[src/rtl/ddr2_pkg.sv]
`default_nettype none
// ============================================================================
// Module      : ddr2_pkg
// Description : Shared widths and arbiter state encoding for the DDR2 write
//               path.
// Revision    : 1.0 - initial release
// ============================================================================
package ddr2_pkg;

  localparam int DDR2_ADDR_W = 31;
  localparam int DDR2_DATA_W = 128;
  localparam int DDR2_MASK_W = 16;

  // Burst phase of the write arbiter
  typedef enum logic [1:0] {
    ST_IDLE  = 2'd0,
    ST_BEAT1 = 2'd1,
    ST_BEAT2 = 2'd2
  } arb_state_t;

endpackage
`default_nettype wire

[src/rtl/arb_rr2.sv]
`default_nettype none
// ============================================================================
// Module      : arb_rr2
// Description : Two-requester grant selection. A 1-bit pointer names the
//               client favoured when both request at once.
//               Macro DDR2_ARB_FIXED_PRIORITY_EN: client 0 always wins and
//               the pointer input is ignored.
// Revision    : 1.0 - initial release
// ============================================================================
module arb_rr2 (
  input  logic [1:0] req,
  input  logic       ptr,
  output logic       grant
);

`ifdef DDR2_ARB_FIXED_PRIORITY_EN
  logic w_unused_ptr;
  assign w_unused_ptr = ptr;

  // Fixed priority: client 1 only when client 0 is silent
  always_comb begin
    grant = 1'b0;
    if (!req[0] && req[1]) grant = 1'b1;
  end
`else
  // Round robin: pointer breaks ties, a lone requester always wins
  always_comb begin
    grant = 1'b0;
    if (req == 2'b11) grant = ptr;
    else if (req[1])  grant = 1'b1;
  end
`endif

endmodule
`default_nettype wire

[src/rtl/ddr2_write_arbiter.sv]
`default_nettype none
// ============================================================================
// Module      : ddr2_write_arbiter
// Description : Merges two clients (0 = frame filler, 1 = line engine) onto
//               one DDR2 address / write-data FIFO pair, keeping each 2-beat
//               burst atomic. One bubble (IDLE) cycle per burst.
//               Macro DDR2_ARB_FIXED_PRIORITY_EN: client 0 always wins ties
//               and the round-robin pointer is omitted.
// Revision    : 1.0 - initial release
// ============================================================================
module ddr2_write_arbiter
  import ddr2_pkg::*;
(
  input  logic                   clk,
  input  logic                   rst,
  // client 0
  input  logic [DDR2_ADDR_W-1:0] c0_af_addr_din,
  input  logic                   c0_af_wr_en,
  input  logic [DDR2_DATA_W-1:0] c0_wdf_din,
  input  logic [DDR2_MASK_W-1:0] c0_wdf_mask_din,
  input  logic                   c0_wdf_wr_en,
  output logic                   c0_af_full,
  output logic                   c0_wdf_full,
  // client 1
  input  logic [DDR2_ADDR_W-1:0] c1_af_addr_din,
  input  logic                   c1_af_wr_en,
  input  logic [DDR2_DATA_W-1:0] c1_wdf_din,
  input  logic [DDR2_MASK_W-1:0] c1_wdf_mask_din,
  input  logic                   c1_wdf_wr_en,
  output logic                   c1_af_full,
  output logic                   c1_wdf_full,
  // downstream FIFOs
  output logic [DDR2_ADDR_W-1:0] af_addr_din,
  output logic                   af_wr_en,
  input  logic                   af_full,
  output logic [DDR2_DATA_W-1:0] wdf_din,
  output logic [DDR2_MASK_W-1:0] wdf_mask_din,
  output logic                   wdf_wr_en,
  input  logic                   wdf_full
);

  arb_state_t r_state;
  arb_state_t w_state_next;
  logic       r_grant;
  logic       w_ptr;
  logic       w_arb_grant;
  logic [1:0] w_req;

  // Granted client's view, muxed once for use everywhere below
  logic                   w_g_af_wr_en;
  logic                   w_g_wdf_wr_en;
  logic [DDR2_ADDR_W-1:0] w_g_addr;
  logic [DDR2_DATA_W-1:0] w_g_data;
  logic [DDR2_MASK_W-1:0] w_g_mask;
  logic                   w_beat1_go;
  logic                   w_beat2_go;

  assign w_req         = {c1_af_wr_en, c0_af_wr_en};
  assign w_g_af_wr_en  = r_grant ? c1_af_wr_en     : c0_af_wr_en;
  assign w_g_wdf_wr_en = r_grant ? c1_wdf_wr_en    : c0_wdf_wr_en;
  assign w_g_addr      = r_grant ? c1_af_addr_din  : c0_af_addr_din;
  assign w_g_data      = r_grant ? c1_wdf_din      : c0_wdf_din;
  assign w_g_mask      = r_grant ? c1_wdf_mask_din : c0_wdf_mask_din;

  // Beat 1 needs both FIFOs open and both strobes so the pair lands together
  assign w_beat1_go = w_g_af_wr_en & w_g_wdf_wr_en & ~af_full & ~wdf_full;
  assign w_beat2_go = w_g_wdf_wr_en & ~wdf_full;

  arb_rr2 u_arb (
    .req   (w_req),
    .ptr   (w_ptr),
    .grant (w_arb_grant)
  );

`ifdef DDR2_ARB_FIXED_PRIORITY_EN
  assign w_ptr = 1'b0;
`else
  logic r_ptr;
  assign w_ptr = r_ptr;

  // After each completed burst, favour the client that was not just served
  always_ff @(posedge clk) begin
    if (rst) begin
      r_ptr <= 1'b0;
    end else if (r_state == ST_BEAT2 && w_beat2_go) begin
      r_ptr <= ~r_grant;
    end
  end
`endif

  // State and grant registers; grant is captured only when leaving IDLE
  always_ff @(posedge clk) begin
    if (rst) begin
      r_state <= ST_IDLE;
      r_grant <= 1'b0;
    end else begin
      r_state <= w_state_next;
      if (r_state == ST_IDLE && (|w_req)) r_grant <= w_arb_grant;
    end
  end

  // Next-state logic for the burst sequencer
  always_comb begin
    w_state_next = r_state;
    case (r_state)
      ST_IDLE:  if (|w_req)     w_state_next = ST_BEAT1;
      ST_BEAT1: if (w_beat1_go) w_state_next = ST_BEAT2;
      ST_BEAT2: if (w_beat2_go) w_state_next = ST_IDLE;
      default:                  w_state_next = ST_IDLE;
    endcase
  end

  // Downstream strobes/data and per-client backpressure
  always_comb begin
    af_wr_en     = 1'b0;
    wdf_wr_en    = 1'b0;
    af_addr_din  = '0;
    wdf_din      = '0;
    wdf_mask_din = '0;
    c0_af_full   = 1'b1;
    c0_wdf_full  = 1'b1;
    c1_af_full   = 1'b1;
    c1_wdf_full  = 1'b1;
    if (r_state == ST_BEAT1 || r_state == ST_BEAT2) begin
      af_addr_din  = w_g_addr;
      wdf_din      = w_g_data;
      wdf_mask_din = w_g_mask;
      if (r_grant) begin
        c1_af_full  = af_full;
        c1_wdf_full = wdf_full;
      end else begin
        c0_af_full  = af_full;
        c0_wdf_full = wdf_full;
      end
      if (r_state == ST_BEAT1) begin
        af_wr_en  = w_beat1_go;
        wdf_wr_en = w_beat1_go;
      end else begin
        wdf_wr_en = w_beat2_go;
      end
    end
  end

endmodule
`default_nettype wire

[config.mk]
export PLATFORM = sky130hd
export DESIGN_NAME = ddr2_write_arbiter
export DESIGN_NICKNAME = d
export VERILOG_FILES = /design/src/rtl/ddr2_pkg.sv /design/src/rtl/arb_rr2.sv /design/src/rtl/ddr2_write_arbiter.sv
export SDC_FILE = /design/constraint.sdc
export NUM_CORES = 1
export LEC_CHECK = 0
export ABC_AREA = 1
export CAP_MARGIN = 10
export CORE_AREA = 2 2 211 213
export CTS_CLUSTER_DIAMETER = 40
export CTS_CLUSTER_SIZE = 25
export DETAILED_ROUTE_END_ITERATION = 10
export DIE_AREA = 0 0 213 215
export SLEW_MARGIN = 20
export SYNTH_ARGS = -nofsm -noshare
export SYNTH_HDL_FRONTEND = slang
export SYNTH_SLANG_ARGS = --single-unit
[constraint.sdc]
create_clock -name clk -period 4.6 [get_ports clk]
set_clock_uncertainty 0.2 [all_clocks]
set_input_delay 0.92 -clock clk [delete_from_list [all_inputs] [get_ports clk]]
set_output_delay 0.92 -clock clk [all_outputs]
set_load 0.01 [all_outputs]
==> impl_metrics.py, run 1 <==
metrics = {
    "outcome": {
        "status": "complete, no violations",
    },
    "yosys": {
        "synth_compound_area_frac": 0.7012,
        "synth.avg_cell_area_um2": 8.029,
        "yosys_register_bits": 4,
        "synth.net_count": 641,
        "synth_cells": 278,
        "yosys.area_share.adder": 0.02803,
        "synth_seq_area_share": 0.03587,
        "yosysUniqueCellTypes": 15,
        "synthSimpleGateAreaFrac": 0.06446,
        "muxShareOfSynthArea": 0,
        "yosysWarnings": 0,
        "synthesis.area_um2": 2232,
        "synth_xor_area_frac": 0,
        "synth_top_family_by_area": "compound AO/OA/AOI/OAI gates",
    },
    "place": {
        "portBuffers": 538,
        "gp_routability_congestion": 0.8705,
        "hpwl_mm": 17.04,
        "dp_cells": 1383,
    },
    "die": {
        "initial_core_util": 0.05115,
        "core_um2": 43640,
        "num_rows": 77,
        "io_pins": 539,
        "die_x_um": 213,
        "die_h_um": 215,
        "dieArea_um2": 45800,
    },
    "clocking": {
        "cts_resized": 0,
        "clkLatencyLatePin_ns": 0.22,
        "cts.clk_slew.worst_paths_ns": 0.03,
        "cts_tree": "built",
        "htree_num_levels": 1,
        "cts_inserted_buffers": 3,
        "cts_num_sinks": 4,
        "cts.path.max_buffers": 2,
        "cts_root_buffer": "clkbuf_16",
        "cts_hold_buf": 0,
        "post_cts_buffers": 0,
    },
    "routing": {
        "top_layer": "met4",
        "drt-met1-wl_mm": 7.391,
        "drc": 0,
        "ant_nets": 0,
        "wl_met3_mm": 2.194,
        "drt_first_pass_iters": 4,
        "vias_per_cell": 3.306,
        "wl_per_cell_um": 14.20,
        "vias": 4582,
        "drtIter0Drc": 166,
        "wirelength_mm": 19.68,
        "met2_length_mm": 9.856,
    },
    "timing": {
        "setup_viol": 0,
        "slew_viol_final": 0,
        "rsz0062_at_grt": "no",
        "fmax_mhz": 258.7,
        "fin_setup_tns_ns": 0,
        "relSlewSlack": 0.6578,
        "min_period_ns": 3.865,
        "fin_hold_ws_ns": 0.2677,
        "min_period_over_period": 0.8402,
        "tightest_slew_ns": 0.5133,
        "final_hold_viol_count": 0,
    },
    "run": {
        "maxCapViolCount": 0,
    },
    "finish": {
        "post-route-util": 0.1888,
        "seq_area_um2": 80.08,
        "multi_input_area_um2": 1772,
        "drive_gt1_frac": 0.02393,
        "n_antenna_cell": 0,
        "syn_to_final_growth_pct": 269.1,
        "num-nets-final": 1159,
        "layout.cells.non_filler": 1386,
        "nFillCells": 4871,
    },
    "global_routing": {
        "grt_pass1_vias": 4531,
        "grtUsageTotal": 0.07422,
        "grt_first_pass_wirelength_mm": 26.31,
        "antenna_found_initial": 0,
        "grt_max_degree": 66,
        "grt_overflow_total": 0,
    },
    "setup_path": {
        "end_kind": "primary output",
        "cp.required_ns": 3.48,
        "cp-start-kind": "flip-flop",
        "worstPathArrival_ns": 2.74,
        "crit_type": "flip-flop to primary output",
        "crit_fanout": 60,
    },
    "hold_path": {
        "min_path_type": "flip-flop to flip-flop",
    },
    "power_and_ir_drop": {
        "p_leak_nw": 3.070,
        "max-vdd-ir-drop_uv": 272.2,
        "power_density_nw_per_um2": 500.9,
    },
}
-- where the power goes --
part / internal (mW) / total (mW) / switching (mW)
Clock: 0.111 / 0.133 / 0.0226
Combinational: 2.24 / 3.94 / 1.70
Sequential: 0.0461 / 0.0566 / 0.0105
Total: 2.40 / 4.13 / 1.73
-- final timing paths --
check / from / cells after the start / slack (ns) / to
min reg2reg: r_ptr$_SDFFE_PP0P_ / 2 / 0.27 / r_ptr$_SDFFE_PP0P_
max: r_state[0]$_SDFFE_PP0P_ / 7 / 0.74 / wdf_din[114]
min: r_ptr$_SDFFE_PP0P_ / 2 / 0.27 / r_ptr$_SDFFE_PP0P_
max reg2reg: r_state[1]$_SDFFE_PP0P_ / 8 / 3.11 / r_state[0]$_SDFFE_PP0P_
-- state kept, by name, indices dropped and copies added (netlist names) --
register,count
r_state,2
r_ptr,1
r_grant,1
-- layout make-up --
cell class              count  share of cell area
clock buffers               3            0.009113
inverters                  14            0.007594
multi-input cells         222              0.2151
flip-flops and latches      4            0.009721
well taps                 592             0.08991
repair buffers            551              0.6686
-- Yosys cell counts --
cell | n | area share
buf_2 | 7 | 0.016
o211ai_1 | 1 | 0.0034
a22o_1 | 175 | 0.69
nand4_1 | 2 | 0.0056
a21oi_1 | 4 | 0.0090
nand3_1 | 3 | 0.0067
inv_1 | 11 | 0.018
nand2_1 | 22 | 0.037
nor2_1 | 9 | 0.015
dfxtp_1 | 4 | 0.036
buf_4 | 15 | 0.050
o21ai_0 | 1 | 0.0022
ha_1 | 5 | 0.028
buf_6 | 16 | 0.081
inv_2 | 3 | 0.0050
-- cell usage in the layout, fill, tap and decap left out, drive strengths merged --
master and count:
clkbuf 3, nand3 3, inv 14, o21ai 1, o211ai 1, clkdlybuf4s50 538, buf 13, nor2 9
dfxtp 4, a21oi 4, a22o 175, ha 5, nand4 2, nand2 22
-- layer usage --
metal / GRT usage / vias up
met5: 0 / -
met1: 0.08067 / 2051
met2: 0.1457 / 336
met4: 0.01072 / 0
li1: - / 2183
met3: 0.01724 / 12
-- worst max-delay path, cell delays in order (launching register included) --
cell and delay (ns):
dfxtp_1 0.37, inv_1 0.10, ha_1 0.37, nand2_1 0.13, inv_6 0.40, buf_12 0.29
a22o_1 0.25, clkdlybuf4s50_1 0.57
-- logic make-up after synthesis --
logic type | after synthesis
AOI/OAI and AO/OA | 181
DFF | 4
buffers and inverters | 52
and+or+nand+nor | 36
adders and majority gates | 5
-- through the flow --
stage / setup WS (ns) / total power [mW] / instance area [um^2]
after CTS: 0.6883 / 4.173 / 8238
after global placement: 0.9884 / 4.002 / 8163
after detailed placement: 0.9192 / 4.017 / 8163
after floorplan: 2.048 / 1.974 / 2232
after global routing: 0.5913 / 4.380 / 8238
final: 0.7353 / 4.126 / 8238
Power figures use the tool's default switching activity.
==> run 2: changes to the inputs <==
==> constraint.sdc (replaced) <==
create_clock -name clk -period 3.4 [get_ports clk]
set_clock_uncertainty 0.2 [all_clocks]
set_input_delay 0.68 -clock clk [delete_from_list [all_inputs] [get_ports clk]]
set_output_delay 0.68 -clock clk [all_outputs]
set_load 0.01 [all_outputs]
==> impl_metrics.py, run 2 (synthesized netlist as in run 1, its figures left out) <==
metrics = {
    "outcome": {
        "status": "complete, no violations",
    },
    "setup_path": {
        "r2r_cells": 8,
        "crit_type": "flip-flop to primary output",
        "worstPathArrival_ns": 2.42,
        "cp.required_ns": 2.52,
        "worstReg2RegEnd": "r_state[1]$_SDFFE_PP0P_",
        "end_kind": "primary output",
        "crit_fanout": 41,
        "reg2reg_slack_ns": 1.87,
        "crit-reg2reg-launch": "r_state[1]$_SDFFE_PP0P_",
        "cp-start-kind": "flip-flop",
    },
    "finish": {
        "final_cell_mix": "clkdlybuf4s50_1, a22o_1, nand2_1",
        "n_antenna_cell": 0,
        "largest_reg_flops": 2,
        "num-nets-final": 1173,
        "syn_to_final_growth_pct": 280.2,
        "multi_input_area_um2": 1784,
        "reg_top3": "r_state: 2 flops, r_grant: 1 flops, r_ptr: 1 flops",
        "nFillCells": 4878,
        "final_common_cell": "clkdlybuf4s50_1",
        "layout.cells.non_filler": 1400,
        "stdcell_area_um2": 8486,
        "post-route-util": 0.1944,
        "regMostFlops": "r_state",
        "seq_area_um2": 80.08,
        "drive_gt1_frac": 0.04455,
    },
    "place": {
        "dp_cells": 1393,
        "portBuffers": 538,
        "place_ws_ns": 0.2395,
        "gp_routability_congestion": 0.8851,
        "postPlaceCellArea_um2": 8283,
        "hpwl_mm": 17.25,
    },
    "global_routing": {
        "top_usage_layer": "met2",
        "grt_use_met3": 0.01841,
        "met1_usage": 0.08324,
        "grt_first_pass_wirelength_mm": 27.21,
        "grt_overflow_total": 0,
        "grt_util_met2": 0.1410,
        "grt_pass1_vias": 4751,
        "grtUsageTotal": 0.07650,
        "antenna_found_initial": 0,
        "grt_max_degree": 83,
    },
    "die": {
        "dieArea_um2": 45800,
        "initial_core_util": 0.05115,
        "io_pins": 539,
        "core_um2": 43640,
        "die_h_um": 215,
        "die_x_um": 213,
        "num_rows": 77,
    },
    "clocking": {
        "cts_num_sinks": 4,
        "clkLatencyLatePin_ns": 0.23,
        "cts_inserted_buffers": 3,
        "cts.path.max_buffers": 2,
        "cts.clk_slew.worst_paths_ns": 0.03,
        "htree_num_levels": 1,
        "cts_tree": "built",
        "cts_root_buffer": "clkbuf_16",
    },
    "power_and_ir_drop": {
        "power_density_nw_per_um2": 696.3,
        "p_leak_nw": 3.203,
        "fin_total_pwr_mw": 5.909,
        "max-vdd-ir-drop_uv": 431.2,
    },
    "routing": {
        "drtIter0Drc": 130,
        "wl_per_cell_um": 14.76,
        "ant_nets": 0,
        "vias": 4683,
        "wirelength_mm": 20.67,
        "vias_per_cell": 3.345,
        "drt_first_pass_iters": 6,
        "drc": 0,
    },
    "timing": {
        "setup_viol": 0,
        "min_period_over_period": 0.9693,
        "slew_viol_final": 0,
        "relSlewSlack": 0.7952,
        "setup_ws_ns": 0.1043,
        "fmax_mhz": 303.4,
        "min_period_ns": 3.296,
        "tightest_slew_ns": 0.3072,
        "final_hold_viol_count": 0,
    },
    "hold_path": {
        "min_to": "r_ptr$_SDFFE_PP0P_",
        "hold_depth": 2,
        "min_path_type": "flip-flop to flip-flop",
        "worst_hold_startpoint": "r_ptr$_SDFFE_PP0P_",
    },
    "run": {
        "maxCapViolCount": 0,
    },
}
[run 2: cell count changes in the layout (fill, tap and decap cells not counted), sizes merged]
cell	change
buf	+14
clkbuf	+2
clkdlybuf4s50	-3
clkinv	+1
dlymetal6s2s	+1
inv	-1
[run 2: worst max path at each step]
| stage | from | end | slack [ns] | cells after the start |
|---|---|---|---|---|
| global route | r_state[0]$_SDFFE_PP0P_ | wdf_din[44] | -0.006 | 8 |
| finish | r_state[0]$_SDFFE_PP0P_ | wdf_din[75] | 0.10 | 8 |
| detailed placement | c1_wdf_wr_en | wdf_wr_en | 0.24 | 8 |
| floorplan | r_state[0]$_SDFFE_PP0P_ | af_addr_din[0] | 1.09 | 7 |
| global placement | c1_wdf_wr_en | wdf_wr_en | 0.25 | 8 |
| CTS | r_state[0]$_SDFFE_PP0P_ | wdf_din[103] | 0.01 | 8 |
[run 2: power by group]
part,internal (mW),leakage (nW),switching [mW],total [mW]
sequential,0.0624,0.0329,0.0146,0.0770
clock,0.150,0.0370,0.0357,0.186
combinational,3.27,3.13,2.38,5.65
[run 2: what timing repair did]
action,4_1_cts,5_1_grt
gates resized for setup,0,6
hold buffers,0,0
endpoints found under the setup margin,0,120
buffers inserted,0,2
endpoints found under the hold margin,0,0
[run 2: area by class of cell]
type                       count  share of cell area
tap                          592             0.08729
timing repair buffer         565              0.6768
clock buffer                   3            0.008847
inverter                      14            0.007372
sequential                     4            0.009437
multi-input combinational    222              0.2103
[run 2: through the flow]
stage / hold WS, ns / TNS [ns]
after detailed placement: 0.2683 / 0
final: 0.2669 / 0
after global routing: 0.3004 / -0.006789
after floorplan: 0.2330 / 0
after CTS: 0.2750 / 0
after global placement: 0.2660 / 0
[run 2: per-layer routing]
layer  part of all wire  vias up  routed length [um]
met3               0.10       33                2061
met1               0.38     2088                7865
li1                   -     2213                   -
met4              0.035        0                 729
met5                  0        -                   0
met2               0.48      349               10010
[run 2: worst max-delay path, cell delays in order (launching register included)]
cell	delay, ns
dfxtp_1	0.37
inv_1	0.12
ha_4	0.31
nand2_1	0.11
inv_6	0.09
buf_12	0.21
buf_12	0.18
a22o_1	0.19
clkdlybuf4s50_1	0.55
==> run 3: changes to the inputs <==
--- a/config.mk
+++ b/config.mk
@@ -12,7 +12,10 @@
 export CTS_CLUSTER_SIZE = 25
 export DETAILED_ROUTE_END_ITERATION = 10
 export DIE_AREA = 0 0 213 215
+export HOLD_SLACK_MARGIN = 0.02
+export SKIP_LAST_GASP = 1
 export SLEW_MARGIN = 20
 export SYNTH_ARGS = -nofsm -noshare
 export SYNTH_HDL_FRONTEND = slang
+export SYNTH_HIERARCHICAL = 1
 export SYNTH_SLANG_ARGS = --single-unit
==> impl_metrics.py, run 3 <==
metrics = {
    "outcome": {
        "status": "complete, no violations",
    },
    "routing": {
        "wl_per_cell_um": 16.50,
        "ant_nets": 0,
        "vias": 4769,
        "vias_per_cell": 3.419,
        "drt_first_pass_iters": 4,
        "drc": 0,
        "drtIter0Drc": 163,
        "wirelength_mm": 23.02,
    },
    "finish": {
        "reg_top3": "r_state: 2 flops, r_grant: 1 flops, r_ptr: 1 flops",
        "drive_gt1_frac": 0.03611,
        "stdcell_area_um2": 8486,
        "num-nets-final": 1168,
        "final_cell_mix": "clkdlybuf4s50_1, a22o_1, nand2_1",
        "syn_to_final_growth_pct": 279.1,
        "post-route-util": 0.1944,
        "regMostFlops": "r_state",
        "final_common_cell": "clkdlybuf4s50_1",
        "largest_reg_flops": 2,
        "n_antenna_cell": 0,
    },
    "setup_path": {
        "endpoint": "wdf_din[103]",
        "reg2reg_slack_ns": 1.88,
        "worstPathArrival_ns": 2.41,
        "r2r_cells": 8,
        "crit_fanout": 42,
        "worstReg2RegEnd": "r_state[1]$_SDFFE_PP0P_",
        "crit-reg2reg-launch": "r_state[1]$_SDFFE_PP0P_",
        "cp-start-kind": "flip-flop",
        "startpoint": "r_state[0]$_SDFFE_PP0P_",
        "cp.required_ns": 2.52,
        "end_kind": "primary output",
        "crit_type": "flip-flop to primary output",
    },
    "clocking": {
        "cts_hold_buf": 0,
        "cts_tree": "built",
        "cts_num_sinks": 4,
        "cts_root_buffer": "clkbuf_16",
        "htree_num_levels": 1,
        "clkLatencyLatePin_ns": 0.22,
        "cts.clk_slew.worst_paths_ns": 0.03,
        "cts_inserted_buffers": 3,
        "cts.path.max_buffers": 2,
    },
    "yosys": {
        "synth_cells": 279,
        "synth_edf_count": 0,
        "yosysWarnings": 6,
        "yosysUniqueCellTypes": 16,
        "async_reset_ff_frac": 0,
        "synth_compound_area_frac": 0.7015,
        "post-synth-top-area-cell": "a22o_1",
        "synthesis.area_um2": 2238,
        "synth_top_family_by_area": "compound AO/OA/AOI/OAI gates",
        "synth.net_count": 642,
        "yosys.area_share.adder": 0.02795,
        "yosysTopAreaCellShare": 0.6847,
        "synthTopCellsByCount": "a22o_1, nand2_1, buf_6",
        "synth_flop_cell": "dfxtp_1",
        "synth.most_common_cell": "a22o_1",
        "ys_top_cells_by_area": "a22o_1, buf_6, buf_4",
        "synth_xor_area_frac": 0,
        "muxShareOfSynthArea": 0,
        "synthSimpleGateAreaFrac": 0.06316,
        "synth.avg_cell_area_um2": 8.023,
        "synth_seq_area_share": 0.03577,
        "yosys_register_bits": 4,
    },
    "die": {
        "die_h_um": 215,
        "dieArea_um2": 45800,
        "initial_core_util": 0.05129,
        "io_pins": 539,
        "core_um2": 43640,
        "num_rows": 77,
        "die_x_um": 213,
    },
    "timing": {
        "final_hold_viol_count": 0,
        "slew_viol_final": 0,
        "setup_viol": 0,
        "fmax_mhz": 304.0,
        "fin_hold_ws_ns": 0.3085,
        "min_period_over_period": 0.9676,
        "setup_ws_ns": 0.1102,
        "tightest_slew_ns": 0.2556,
        "min_period_ns": 3.290,
        "relSlewSlack": 0.8294,
        "rsz0062_at_grt": "yes",
    },
    "place": {
        "postPlaceCellArea_um2": 8194,
        "place_ws_ns": 0.1558,
        "hpwl_mm": 17.86,
        "portBuffers": 538,
        "gp_routability_congestion": 0.8322,
    },
    "hold_path": {
        "min_path_type": "flip-flop to flip-flop",
        "worst_hold_startpoint": "r_state[1]$_SDFFE_PP0P_",
    },
    "power_and_ir_drop": {
        "p_leak_nw": 3.169,
        "max-vdd-ir-drop_uv": 336.0,
        "fin_total_pwr_mw": 5.599,
        "power_density_nw_per_um2": 659.8,
    },
    "global_routing": {
        "grt_overflow_total": 0,
        "grt_max_degree": 95,
        "grtUsageTotal": 0.07951,
        "antenna_found_initial": 3,
        "grt_pass1_vias": 4781,
        "grt_first_pass_wirelength_mm": 27.76,
    },
    "run": {
        "maxCapViolCount": 0,
    },
}
-- run 3: changes by cell type after synthesis, sizes merged --
| cell | delta |
|---|---|
| inv | +1 |
| a21boi | +1 |
| a21oi | -1 |
| nor3 | +1 |
| nor2 | -1 |
| nand2 | -1 |
| o211ai | -1 |
| o21ai | +2 |
-- run 3: cell type report --
cell class | count | area (um^2)
clock buffer | 3 | 75.07
fill | 4826 | 35160
inverter | 15 | 77.57
multi-input combinational | 222 | 1784
sequential | 4 | 80.08
tap | 592 | 740.7
timing repair buffer | 557 | 5710
timing repair inverter | 2 | 17.52
-- run 3: kinds of logic after synthesis --
group | count (synthesis)
compound gates | 182
fa+ha+maj | 5
simple gates | 35
flops | 4
buf+inv | 53
-- run 3: metal layers --
metal | wire length (um) | track usage | vias to the layer above
li1 | - | - | 2203
met1 | 8465 | 0.08147 | 2196
met2 | 11700 | 0.1561 | 344
met3 | 2530 | 0.02514 | 22
met4 | 299 | 0.01375 | 4
met5 | 23 | 0 | -
-- run 3: how the worst min path moves through the flow --
stage | endpoint | slack, ns | depth (start not counted)
6_report | r_state[1]$_SDFFE_PP0P_ | 0.31 | 2
5_1_grt | r_state[0]$_SDFFE_PP0P_ | 0.35 | 2
4_1_cts | r_state[1]$_SDFFE_PP0P_ | 0.32 | 2
3_5_place_dp | r_state[1]$_SDFFE_PP0P_ | 0.31 | 2
3_3_place_gp | r_state[1]$_SDFFE_PP0P_ | 0.30 | 2
2_1_floorplan | r_ptr$_SDFFE_PP0P_ | 0.28 | 1
-- run 3: critical path: stages (launching register included) --
cell and delay [ns]:
dfxtp_1 0.36, inv_1 0.10, ha_2 0.38, nand2_1 0.11, clkinv_4 0.16, buf_16 0.21
a22o_1 0.23, clkdlybuf4s50_1 0.55
-- run 3: what timing repair did --
action,CTS,global route
resized for setup,6,8
setup buffers,0,1
cloned,0,7
setup endpoints to repair,12,91
-- run 3: where the power goes --
part	internal [mW]	switching, mW
clock network	0.150	0.0304
registers	0.0623	0.0175
logic	3.02	2.32
total	3.23	2.36
-- run 3: stage by stage --
| step | cells | TNS [ns] |
|---|---|---|
| 6_report | 1395 | 0 |
| 4_1_cts | 1387 | 0 |
| 3_5_place_dp | 1384 | 0 |
| 5_1_grt | 1395 | -0.2166 |
| 3_3_place_gp | 1384 | 0 |
| 2_1_floorplan | 279 | 0 |
